===== config.mk =====
export PLATFORM = sky130hd
export DESIGN_NAME = serial_adder
export DESIGN_NICKNAME = d
export VERILOG_FILES = /design/src/rtl/serial_adder.sv
export SDC_FILE = /design/constraint.sdc
export NUM_CORES = 1
export LEC_CHECK = 0
export ABC_AREA = 0
export ABC_CLOCK_PERIOD_IN_PS = 4000
export CAP_MARGIN = 20
export CELL_PAD_IN_SITES_DETAIL_PLACEMENT = 1
export CELL_PAD_IN_SITES_GLOBAL_PLACEMENT = 2
export CORE_MARGIN = 4
export CORE_UTILIZATION = 36
export DETAILED_ROUTE_END_ITERATION = 10
export PLACE_DENSITY = 0.93
export SLEW_MARGIN = 40
export SYNTH_ARGS = -nofsm -noshare
export SYNTH_HDL_FRONTEND = slang
export SYNTH_SLANG_ARGS = --single-unit

===== constraint.sdc =====
create_clock -name clk -period 4 [get_ports clk]
set_input_delay 0.4 -clock clk [delete_from_list [all_inputs] [get_ports clk]]
set_output_delay 0.4 -clock clk [all_outputs]
set_load 0.01 [all_outputs]

===== src/rtl/serial_adder.sv =====
// Bit-serial adder: adds two WIDTH-bit operands one bit pair per cycle,
// LSB first, and presents the registered sum and carry after WIDTH cycles.
module serial_adder #(
  parameter int WIDTH = 16
) (
  input  logic             clk,
  input  logic             rst_n,
  input  logic             start,
  input  logic [WIDTH-1:0] a,
  input  logic [WIDTH-1:0] b,
  output logic             busy,
  output logic             done,
  output logic [WIDTH-1:0] sum,
  output logic             carry_out
);

  localparam int CW = $clog2(WIDTH);

  typedef enum logic [1:0] {
    IDLE = 2'd0,
    RUN  = 2'd1,
    DONE = 2'd2
  } state_t;

  state_t           state;
  state_t           state_nxt;
  logic [WIDTH-1:0] a_sr;
  logic [WIDTH-1:0] b_sr;
  logic [WIDTH-1:0] res_sr;
  logic [WIDTH-1:0] res_nxt;
  logic             c;
  logic [CW-1:0]    cnt;
  logic             last;
  logic [1:0]       fa;

  // One-bit full adder; returns {carry, sum_bit}.
  function automatic logic [1:0] full_add(input logic x, input logic y, input logic ci);
    return {(x & y) | (ci & (x ^ y)), x ^ y ^ ci};
  endfunction

  assign fa      = full_add(a_sr[0], b_sr[0], c);
  assign res_nxt = {fa[0], res_sr[WIDTH-1:1]};
  // The final bit pair is processed while the counter reads WIDTH-1.
  assign last    = (cnt == CW'(WIDTH - 1));

  // State register.
  always_ff @(posedge clk or negedge rst_n) begin
    if (!rst_n) begin
      state <= IDLE;
    end else begin
      state <= state_nxt;
    end
  end

  // Next-state logic and status outputs decoded from the current state.
  always_comb begin
    state_nxt = state;
    busy      = 1'b0;
    done      = 1'b0;
    case (state)
      IDLE: begin
        if (start) begin
          state_nxt = RUN;
        end
      end
      RUN: begin
        busy = 1'b1;
        if (last) begin
          state_nxt = DONE;
        end
      end
      DONE: begin
        done      = 1'b1;
        state_nxt = IDLE;
      end
      default: begin
        state_nxt = IDLE;
      end
    endcase
  end

  // Operand capture, serial add, and result load on the final RUN cycle.
  always_ff @(posedge clk or negedge rst_n) begin
    if (!rst_n) begin
      a_sr      <= '0;
      b_sr      <= '0;
      res_sr    <= '0;
      c         <= 1'b0;
      cnt       <= '0;
      sum       <= '0;
      carry_out <= 1'b0;
    end else begin
      case (state)
        IDLE: begin
          if (start) begin
            a_sr <= a;
            b_sr <= b;
            c    <= 1'b0;
            cnt  <= '0;
          end
        end
        RUN: begin
          a_sr   <= a_sr >> 1;
          b_sr   <= b_sr >> 1;
          res_sr <= res_nxt;
          c      <= fa[1];
          cnt    <= cnt + 1'b1;
          if (last) begin
            sum       <= res_nxt;
            carry_out <= fa[1];
          end
        end
        default: begin
        end
      endcase
    end
  end

endmodule


* Yosys cells after proc, flatten, opt, wreduce, memory -nomap -nowiden
Cells that the tools add are included.
Cells by class: add/sub/neg operators 1, $mul 0, divide/modulo/power cells 0, order comparisons 0, equal/unequal tests 5, shifts and indexed selects 0, multiplexer cells 13, bitwise gates (word level) 5, reduce and logical (&&, ||, !) cells 5
Operators with widths (count):
- $pmux W16 S2 | 2
- $mux W16 | 2
- $pmux W4 S2 | 1
- $reduce_and A2 Y1 | 3
- $add A4 B1 Y4 const B | 1
- $eq A4 B4 Y1 const B | 1
- $mux W2 | 2
- $mux W4 | 1
- $ne A2 B2 Y1 const B | 2
- $pmux W2 S2 | 1
- $mux W1 | 3
- $and A1 B1 Y1 | 2
- $eq A2 B1 Y1 const B | 1
- $eq A2 B2 Y1 const B | 1
- $logic_not A2 Y1 | 1
- $pmux W1 S2 | 1
- $reduce_bool A2 Y1 | 1
- $xor A1 B1 Y1 | 2
- $or A1 B1 Y1 | 1
Storage, ports and cells: flip-flop bits (word level) 72, latch bits 0, memory bits (writable) 0, ROM bits 0, bits of input ports 35, output and inout port bits 19, word-level logic and storage cells 37, memories kept 0

* Longest topological paths before layout
Gate-level depths: netlist of run 1.
word-level depth 4, mapped depth 7, gate-level depth less buffers 4

* Worst setup path before layout of run 1
No wires, ideal clock.
kind register -> register, start register cnt[0], end register sum[10], arrival time 1.362 ns, setup slack 2.513 ns, cell stages (with the launch flop) 6, buffers on the path 1, clock period less this slack 1.487 ns, cell sequence dfrtp_1 > ha_1 > nand3_1 > nor2_8 > buf_12 > mux2_4
Between the ends: cells in the longest elaborated chain, start to end 2
Ends and longest elaborated chain:
- start: declaration | line 32 | logic [CW-1:0] cnt;
- start signal: assignment | line 107 | cnt <= cnt + 1'b1;
- $eq A4 B4 Y1 | line 44 | assign last = (cnt == CW'(WIDTH - 1));
- $reduce_and A2 Y1 (no line)
- end signal: assignment | line 109 | sum <= res_nxt;
- end: declaration | line 13 | output logic [WIDTH-1:0] sum,
No other way between the ends. A chain may end at the register's enable or synchronous reset.

* Final worst setup path of run 1
start register state[1], end output port busy
Between the ends: cells in the longest elaborated chain, start to end 2
Ends and longest elaborated chain:
- start: declaration | line 25 | state_t state;
- start signal: assignment | line 51 | state <= state_nxt;
- $eq A2 B1 Y1 | line 60 | case (state)
- $mux W1 | line 60
- end: declaration | line 11 | output logic busy,
No other way between the ends.

==> results.md, run 1 <==
| Result | Reported | Unit |
| --- | --- | --- |
| Outcome | complete, no violations | - |
| Total detailed-routing wirelength | 6.75 | mm |
| Antenna violations before repair | 0 | - |
| Critical path required time | 3.60 | ns |
| Most used cells in the layout excluding fill and tap cells | sky130_fd_sc_hd__nand2_1 (73), sky130_fd_sc_hd__dfrtp_1 (71), sky130_fd_sc_hd__clkdlybuf4s50_1 (52) | - |
| Final instance area | 0.00382 | mm² |
| Number of sinks on the clock net | 71 | - |
| # rows | 33 | - |
| Bufs on Longest Clock Path | 2 | - |
| Share of final-layout standard cells stronger than drive strength 1 | 12.4 | % |
| Worst-path clk slew | 0.08 | ns |
| Worst slew margin relative to its limit | 47.2 | % |
| Wirelength per Cell | 15.5 | µm |
| Worst hold path class | input pin to async pin | - |
| Number of I/O pins | 54 | - |
| Synth unique cells | 27 | - |
| Met1 capacity usage during global routing | 19.8 | % |
| Count of warnings emitted by yosys | 0 | - |
| Syn_area_per_cell | 10.9 | µm² |
| Maximum resistive drop on vdd | 223 | µV |
| Max Cap Viol | 0 | - |
| Post-synthesis cell area | 0.00304 | mm² |
| Finished Core Util | 46.5 | % |
| Number of slew-limit violations in the final report | 0 | - |
| Root buffer cell | sky130_fd_sc_hd__clkbuf_8 | - |
| Setup crit end kind | output pin | - |
| Data arrival time of the critical path | 2.28 | ns |
| Area enclosed by the die boundary | 0.00999 | mm² |
| Hold-fix buffers at CTS | 0 | - |
| Via-to-Cell Ratio | 5.05 | - |
| Core region area | 0.00822 | mm² |
| Final worst-path cycle share | 67.0 | % |
| Final Hold Vio Count | 0 | - |
| Post_cts resized | 0 | - |
| Combined global-route utilization of all metal layers | 14.6 | % |
| Critical path type | register to output pin | - |
| Wire length of the first global-routing pass | 11.5 | mm |
| RD Place Congestion | 0.751 | - |
| Register area share after synthesis | 58.4 | % |
| CTS tree | yes | - |
| Post-DP HPWL | 4.43 | mm |
| Worst Tran Pin Value | 0.792 | ns |
| Met2 capacity usage during global routing | 22.9 | % |
| Sequential cell area | 0.00178 | mm² |
| Max Freq | 373 | MHz |
| Largest fanout on the critical path | 24 | - |
| Standard cell area after detailed placement | 0.00362 | mm² |
| Count of final setup violators | 0 | - |
| Largest net degree at the start of global routing | 72 | - |
| Count of vias placed by the detailed router | 2201 | - |
| Sum of internal, switching and leakage power | 2.72 | mW |
| Setup Total Neg Slack | 0 | ns |
| Net count after synthesis | 316 | - |
| H-tree depth reported by CTS | 3 | - |
| Leakage dissipation | 1.68 | nW |
| Layout Nets | 363 | - |
| Clock Skew | 0.0140 | ns |
| Die X | 99.9 | µm |
| Kind of launch point of the worst setup path | register | - |
| Fillcell total | 912 | - |
| Vias in the first global route | 2331 | - |
| Post-Synthesis Cells | 279 | - |
| Effective utilization at floorplan | 37.0 | % |
| Routing usage on met3 | 4.10 | % |
| Diodes inserted | 0 | - |
| Ratio of total power to cell area | 712 | mW/mm² |
| Residual DRC | 0 | - |
| Final worst path period need | 2.68 | ns |
| Aggregate global routing overflow | 0 | - |
| DRC violation total after the first TritonRoute iteration | 148 | - |
| Clock buffer count from CTS | 9 | - |
| Count of state elements after synthesis | 71 | - |
| Antenna violation net count after detailed routing | 0 | - |
| Unrepaired setup endpoints after global routing | no | - |
| Number of post-CTS setup repair buffers | 0 | - |
| First-pass iteration count of the detailed router | 4 | - |
| Total of buffers placed on input and output ports | 53 | - |
| Global route hottest layer | met2 | - |
| Die height | 99.9 | µm |
| Clock latency reported for the late side of the worst-skew pair | 0.35 | ns |
| Area added between synthesis and finish | 25.7 | % |
| Most common cell after layout, fill and taps aside | sky130_fd_sc_hd__nand2_1 | - |
| Area of the multi-input gates | 0.00115 | mm² |
layer usage:
layer  part of all wire (%)  up-vias
met2                     48       42
met4                    1.1        0
met1                     46     1098
met5                      0        -
li1                       -     1055
met3                    4.5        6
path summary, 6_finish.rpt:
check                      startpoint  endpoint  slack [ns]  depth (start not counted)
min in group clk              b_sr[8]   b_sr[8]        0.49                          2
min reg2reg                   b_sr[8]   b_sr[8]        0.49                          2
min                             rst_n   a_sr[4]        0.06                          1
max                          state[1]      busy        1.32                          3
max in group asynchronous       rst_n   sum[12]        3.49                          1
max reg2reg                  state[0]   b_sr[2]        2.19                          5
critical path, stage by stage (launching register included):
cell and delay (ns):
sky130_fd_sc_hd__dfrtp_1 0.38, sky130_fd_sc_hd__nand2b_4 0.25, sky130_fd_sc_hd__inv_1 0.63, sky130_fd_sc_hd__clkdlybuf4s50_1 0.68
registers in the layout, summed over array words and instances (netlist names):
register / count
res_sr: 15
state: 2
c: 1
cnt: 4
b_sr: 16
a_sr: 16
carry_out: 1
sum: 16
synth_stat cells:
cell	number	area, µm²
sky130_fd_sc_hd__inv_1	2	7.51
sky130_fd_sc_hd__buf_2	11	55.1
sky130_fd_sc_hd__nand3_1	4	20.0
sky130_fd_sc_hd__mux2_2	8	90.1
sky130_fd_sc_hd__dfrtp_1	71	1780
sky130_fd_sc_hd__a41oi_1	1	8.76
sky130_fd_sc_hd__a21oi_1	7	35.0
sky130_fd_sc_hd__nor2_1	1	3.75
sky130_fd_sc_hd__a22oi_1	30	225
sky130_fd_sc_hd__o21ai_0	29	145
sky130_fd_sc_hd__a32o_1	1	10.0
sky130_fd_sc_hd__o21ai_1	4	20.0
sky130_fd_sc_hd__fa_1	1	20.0
sky130_fd_sc_hd__mux2i_1	1	10.0
sky130_fd_sc_hd__mux2_4	9	135
sky130_fd_sc_hd__or3_1	1	6.26
sky130_fd_sc_hd__a22o_1	2	17.5
sky130_fd_sc_hd__ha_1	1	12.5
sky130_fd_sc_hd__nor2b_1	9	56.3
sky130_fd_sc_hd__o21bai_1	1	7.51
sky130_fd_sc_hd__and2b_1	1	7.51
sky130_fd_sc_hd__nor2_8	1	20.0
sky130_fd_sc_hd__buf_6	2	22.5
sky130_fd_sc_hd__nand2b_4	1	13.8
sky130_fd_sc_hd__clkbuf_1	6	22.5
sky130_fd_sc_hd__nand2_1	73	274
sky130_fd_sc_hd__buf_12	1	20.0
kinds of logic after synthesis:
family	count (synthesis)	share of synthesized area, %
and+or+nand+nor	91	13.2
AOI/OAI and AO/OA	75	15.4
DFF	71	58.4
buffers and inverters	22	4.19
muxes	18	7.73
adders and majority gates	2	1.07
power by group:
| group | switching (mW) | internal [mW] | leakage, nW |
|---|---|---|---|
| combinational | 0.508 | 0.456 | 0.660 |
| clock | 0.287 | 0.294 | 0.0964 |
| sequential | 0.184 | 0.993 | 0.927 |
through the flow:
stage	hold slack (ns)	std cells	setup WS [ns]
floorplan	0.104	279	2.51
global placement	0.461	420	1.60
detailed placement	0.463	420	1.69
CTS	0.0746	436	1.29
global route	0.100	436	1.19
finish	0.0622	436	1.32
cell type report:
type / instances / share of cell area [%]
well taps: 105 / 3.44
repair buffers: 56 / 14.5
inverters: 2 / 0.196
clock buffers: 9 / 3.24
multi-input cells: 186 / 30.1
flip-flops and latches: 71 / 46.5
clock inverters: 7 / 2.09
No activity file was read; power rests on OpenSTA's default activity.
==> inputs of run 2 (changes only) <==
--- a/config.mk
+++ b/config.mk
@@ -6,14 +6,14 @@
 export NUM_CORES = 1
 export LEC_CHECK = 0
 export ABC_AREA = 0
-export ABC_CLOCK_PERIOD_IN_PS = 4000
+export ABC_CLOCK_PERIOD_IN_PS = 2800
 export CAP_MARGIN = 20
 export CELL_PAD_IN_SITES_DETAIL_PLACEMENT = 1
 export CELL_PAD_IN_SITES_GLOBAL_PLACEMENT = 2
 export CORE_MARGIN = 4
-export CORE_UTILIZATION = 36
+export CORE_UTILIZATION = 33
 export DETAILED_ROUTE_END_ITERATION = 10
-export PLACE_DENSITY = 0.93
+export PLACE_DENSITY = 0.87
 export SLEW_MARGIN = 40
 export SYNTH_ARGS = -nofsm -noshare
 export SYNTH_HDL_FRONTEND = slang
==> constraint.sdc (replaced) <==
create_clock -name clk -period 2.8 [get_ports clk]
set_input_delay 0.28 -clock clk [delete_from_list [all_inputs] [get_ports clk]]
set_output_delay 0.28 -clock clk [all_outputs]
set_load 0.01 [all_outputs]
==> results.md, run 2 (synthesis results as in run 1) <==
| Result | Reported | Unit |
| --- | --- | --- |
| Layout Nets | 367 | - |
| Post-DP HPWL | 4.53 | mm |
| Ratio of total power to cell area | 1050 | mW/mm² |
| Switching power summed over all nets | 1.38 | mW |
| Number of sinks on the clock net | 71 | - |
| Bufs on Longest Clock Path | 2 | - |
| Share of final-layout standard cells stronger than drive strength 1 | 12.8 | % |
| Number of slew-limit violations in the final report | 0 | - |
| Clock latency reported for the late side of the worst-skew pair | 0.34 | ns |
| Die X | 104 | µm |
| # rows | 34 | - |
| Count of final setup violators | 0 | - |
| Worst Tran Pin Value | 0.681 | ns |
| Final Hold Vio Count | 0 | - |
| Max Cap Viol | 0 | - |
| Worst-path clk slew | 0.07 | ns |
| Switching share of power | 33.8 | % |
| DP Worst Slack | 0.697 | ns |
| Aggregate global routing overflow | 0 | - |
| Setup crit end kind | output pin | - |
| Leakage dissipation | 1.72 | nW |
| Slowest stage cell on the critical path | sky130_fd_sc_hd__clkdlybuf4s50_1 | - |
| Effective utilization at floorplan | 34.4 | % |
| Antenna violations before repair | 0 | - |
| Hold-fix buffers at CTS | 1 | - |
| Vias in the first global route | 2384 | - |
| Kind of launch point of the worst setup path | register | - |
| Die height | 104 | µm |
| Number of post-CTS setup repair buffers | 0 | - |
| RD Place Congestion | 0.721 | - |
| Clock Skew | 0.00976 | ns |
| Worst hold path class | register to register | - |
| Count of vias placed by the detailed router | 2267 | - |
| Final worst-path cycle share | 72.7 | % |
| Seq pwr share | 41.3 | % |
| Antenna violation net count after detailed routing | 0 | - |
| Setup Total Neg Slack | 0 | ns |
| H-tree depth reported by CTS | 3 | - |
| DRC violation total after the first TritonRoute iteration | 84 | - |
| Maximum resistive drop on vdd | 336 | µV |
| CTS tree | yes | - |
| Worst slew margin relative to its limit | 54.6 | % |
| Most common cell after layout, fill and taps aside | sky130_fd_sc_hd__nand2_1 | - |
| PnR worst setup slack | 0.765 | ns |
| Most used cells in the layout excluding fill and tap cells | sky130_fd_sc_hd__nand2_1 (73), sky130_fd_sc_hd__dfrtp_1 (71), sky130_fd_sc_hd__clkdlybuf4s50_1 (52) | - |
| Total of buffers placed on input and output ports | 53 | - |
| CP delay by family, top | buffers and inverters | - |
| Area enclosed by the die boundary | 0.0108 | mm² |
| Total detailed-routing wirelength | 7.02 | mm |
| Share of power burned in combinational logic | 34.2 | % |
| Diodes inserted | 0 | - |
| Wirelength per Cell | 15.8 | µm |
| Critical path required time | 2.52 | ns |
| Combined global-route utilization of all metal layers | 13.6 | % |
| Largest net degree at the start of global routing | 72 | - |
| Final worst path period need | 2.04 | ns |
| Critical path type | register to output pin | - |
| Outcome | complete, no violations | - |
| Critical Path, Cell by Cell | buf_4 -> nor2b_1 -> clkdlybuf4s50_1 | - |
| Data arrival time of the critical path | 1.76 | ns |
| Fillcell total | 1007 | - |
| Number of buffer and inverter instances along the worst setup path | 2 | - |
| Clock network fraction of total power | 24.5 | % |
| Area of the multi-input gates | 0.00114 | mm² |
| Sequential cell area | 0.00178 | mm² |
| Top Registers | a_sr: 16 flops, b_sr: 16 flops, sum: 16 flops | - |
| Max Freq | 491 | MHz |
| First-pass iteration count of the detailed router | 4 | - |
| Number of I/O pins | 54 | - |
| Sum of internal, switching and leakage power | 4.09 | mW |
| Root buffer cell | sky130_fd_sc_hd__clkbuf_8 | - |
| Clock buffer count from CTS | 9 | - |
| Area added between synthesis and finish | 28.0 | % |
| Via-to-Cell Ratio | 5.12 | - |
| Residual DRC | 0 | - |
| Post_cts resized | 0 | - |
| Wire length of the first global-routing pass | 12.1 | mm |
| Internal power | 2.71 | mW |
| Delay of the slowest cell on the worst path | 0.54 | ns |
| Unrepaired setup endpoints after global routing | no | - |
| Largest fanout on the critical path | 35 | - |
| Core region area | 0.00885 | mm² |
## run 2: path summary, 6_finish.rpt
kind / startpoint / to / slack [ns] / cells past startpoint
min in group asynchronous: rst_n / sum[12] / 0.50 / 2
worst min register to register: res_sr[1] / res_sr[1] / 0.48 / 2
max in group asynchronous: rst_n / sum[13] / 1.82 / 2
worst max register to register: state[0] / a_sr[7] / 0.96 / 5
worst max-delay path: state[1] / done / 0.76 / 3
worst min-delay path: res_sr[1] / res_sr[1] / 0.48 / 2
## run 2: final cells by class
type                       count  share of cell area (%)
sequential                    71                    45.6
tap                          108                    3.47
multi-input combinational    186                    29.3
clock buffer                  10                    3.53
clock inverter                 6                    2.76
inverter                       2                   0.193
timing repair buffer          60                    15.1
## run 2: per-layer routing
layer  global-route usage, %  wire length [µm]  vias up
met1                    18.3              3270     1142
li1                        -                 -     1062
met3                    3.85               363        7
met4                    4.27                62        0
met2                    21.3              3320       56
met5                       0                 0        -
## run 2: tightest hold or removal path: cells and delay by family (launching register included)
family           cells  cell delay (ns)
and+or+nand+nor      2             0.11
DFF                  1             0.34
## run 2: power groups by stage
stage | Clock [mW] | Combinational, mW | Sequential (mW)
6_report | 1.00 | 1.40 | 1.69
5_1_grt | 1.07 | 1.58 | 1.75
4_1_cts | 1.03 | 1.43 | 1.69
3_5_place_dp | 0 | 1.42 | 1.71
3_3_place_gp | 0 | 1.36 | 1.69
2_1_floorplan | 0 | 0.914 | 1.67
## run 2: stage by stage
step | hold WS (ns) | cells | util (%) | cell area (µm²)
2_1_floorplan | -0.0156 | 279 | - | 3040
3_3_place_gp | 0.462 | 426 | 41.1 | 3630
3_5_place_dp | 0.340 | 426 | 41.1 | 3640
4_1_cts | 0.489 | 443 | 44.0 | 3890
5_1_grt | 0.518 | 443 | 44.0 | 3890
6_report | 0.482 | 443 | 44.0 | 3890
==> variant, RTL diff (config.mk and constraints of run 1) <==
Re-encode `state_t` (3 states) as one-hot, 3 bits wide.
--- a/src/rtl/serial_adder.sv
+++ b/src/rtl/serial_adder.sv
@@ -16,10 +16,10 @@
 
   localparam int CW = $clog2(WIDTH);
 
-  typedef enum logic [1:0] {
-    IDLE = 2'd0,
-    RUN  = 2'd1,
-    DONE = 2'd2
+  typedef enum logic [2:0] {
+    IDLE = 3'b001,
+    RUN  = 3'b010,
+    DONE = 3'b100
   } state_t;
 
   state_t           state;
Check against the original RTL: same outputs for any inputs over 10 cycles, from zero or initial values and one cycle with rst_n low; not proved beyond that.
==> variant against run 1 <==
Sequential cell count increased by 1; critical path type unchanged; wire length increased by 4.6%; first-iteration DRC count decreased by 28%; worst setup slack improved by 0.13 ns; area after synthesis increased by 2.1%; total power decreased by 12%; register-to-register slack got worse by 0.33 ns; cell area increased by 1.2%.
==> variant: results (changes against run 1) <==
synth.yosys.seq_area_share_pct: 58.0  # -0.38 points
internal-power_mw: 1.55  # -11%
multi_input_area_share_pct: 30.4  # +0.32 points
leakagePower_nw: 1.80  # +7.1%
nClkBuffers: 11  # +2
yosys_warnings: 0  # unchanged
inverters: 2  # unchanged
layout.cells.non_filler: 469  # +7.6%
ff2ff_setup_slack_ns: 1.86  # -0.33 ns
ir_worst_vdd_v: 0.000201  # -10%
r2r_start: "state[1]"
grt_usage_pct: 14.9  # +0.35 points
status: "finished clean"
grt_first_pass_wirelength_um: 12000  # +4.5%
fillers: 948  # +3.9%
fin_skew_ns: 0.0117  # -0.00231 ns
drt_first_iter_violations: 107  # -28%
final_nets: 396  # +9.1%
cp_data_arrival_time_ns: 2.15  # -0.13 ns
ys_async_sr_fraction_pct: 100  # unchanged
r2r-end: "a_sr[2]"
path_max_fanout: 13  # -46%
place_inst: 453  # +7.9%
dp_hpwl_um: 4620  # +4.3%
fmax_mhz: 392  # +5.2%
grt_max_degree: 73  # +1.4%
grt_pass1_vias: 2438  # +4.6%
ys_ff_latch: 72  # +1.4%
gp_congestion: 0.785  # +4.5%
synth.distinct_cells: 31  # +15%
buf_share_pct: 14.3  # -0.17 points
vias_per_cell: 4.98  # -1.3%
final-clk-cell-share_pct: 5.11  # -0.23 points
worstMarginPinSlew_ns: 0.740  # -0.0518 ns
num-multi-input-gates: 218  # +17%
postSynthCellCount: 313  # +12%
seq_share_pct: 46.6  # +0.12 points
==> variant: kinds of logic (layout without fill, tap and decap cells) <==
logic type               after synthesis  in the layout  synth area share (%)
AND/OR/NAND/NOR                      153            153                  20.0
flip-flops                            72             72                  58.0
AO/OA/AOI/OAI                         45             45                  9.14
buffers and inverters                 23             74                  4.31
multiplexers                          17             17                  7.25
adder cells (fa/ha/maj)                2              2                  1.05
XOR/XNOR                               1              1                 0.282
==> variant: power groups by stage <==
stage / clock, mW / sequential (mW) / combinational, mW
4_1_cts: 0.598 / 1.13 / 0.706
3_3_place_gp: 0 / 1.13 / 0.658
3_5_place_dp: 0 / 1.14 / 0.695
2_1_floorplan: 0 / 1.07 / 0.566
5_1_grt: 0.632 / 1.17 / 0.804
6_report: 0.575 / 1.13 / 0.690
==> variant: stage by stage <==
stage / utilization, % / cell area (um^2) / hold slack (ns)
after detailed placement: 44.2 / 3670 / 0.463
after global placement: 44.2 / 3670 / 0.459
after global routing: 46.6 / 3870 / 0.110
after floorplan: - / 3110 / 0.104
final: 46.6 / 3870 / 0.0439
after CTS: 46.6 / 3870 / 0.0770
==> variant: worst max-delay path: cells and delay by family (launching register included) <==
family | cells | cell delay [ns]
buffers and inverters | 2 | 0.65
DFF | 1 | 0.49
and+or+nand+nor | 1 | 0.67
==> variant: metal layers <==
| layer | vias up | global-route usage (%) | share of wire, % |
|---|---|---|---|
| li1 | 1123 | - | - |
| met1 | 1156 | 19.1 | 44 |
| met2 | 47 | 24.2 | 49 |
| met3 | 11 | 3.39 | 4.4 |
| met4 | 0 | 6.34 | 2.0 |
| met5 | - | 0 | 0 |
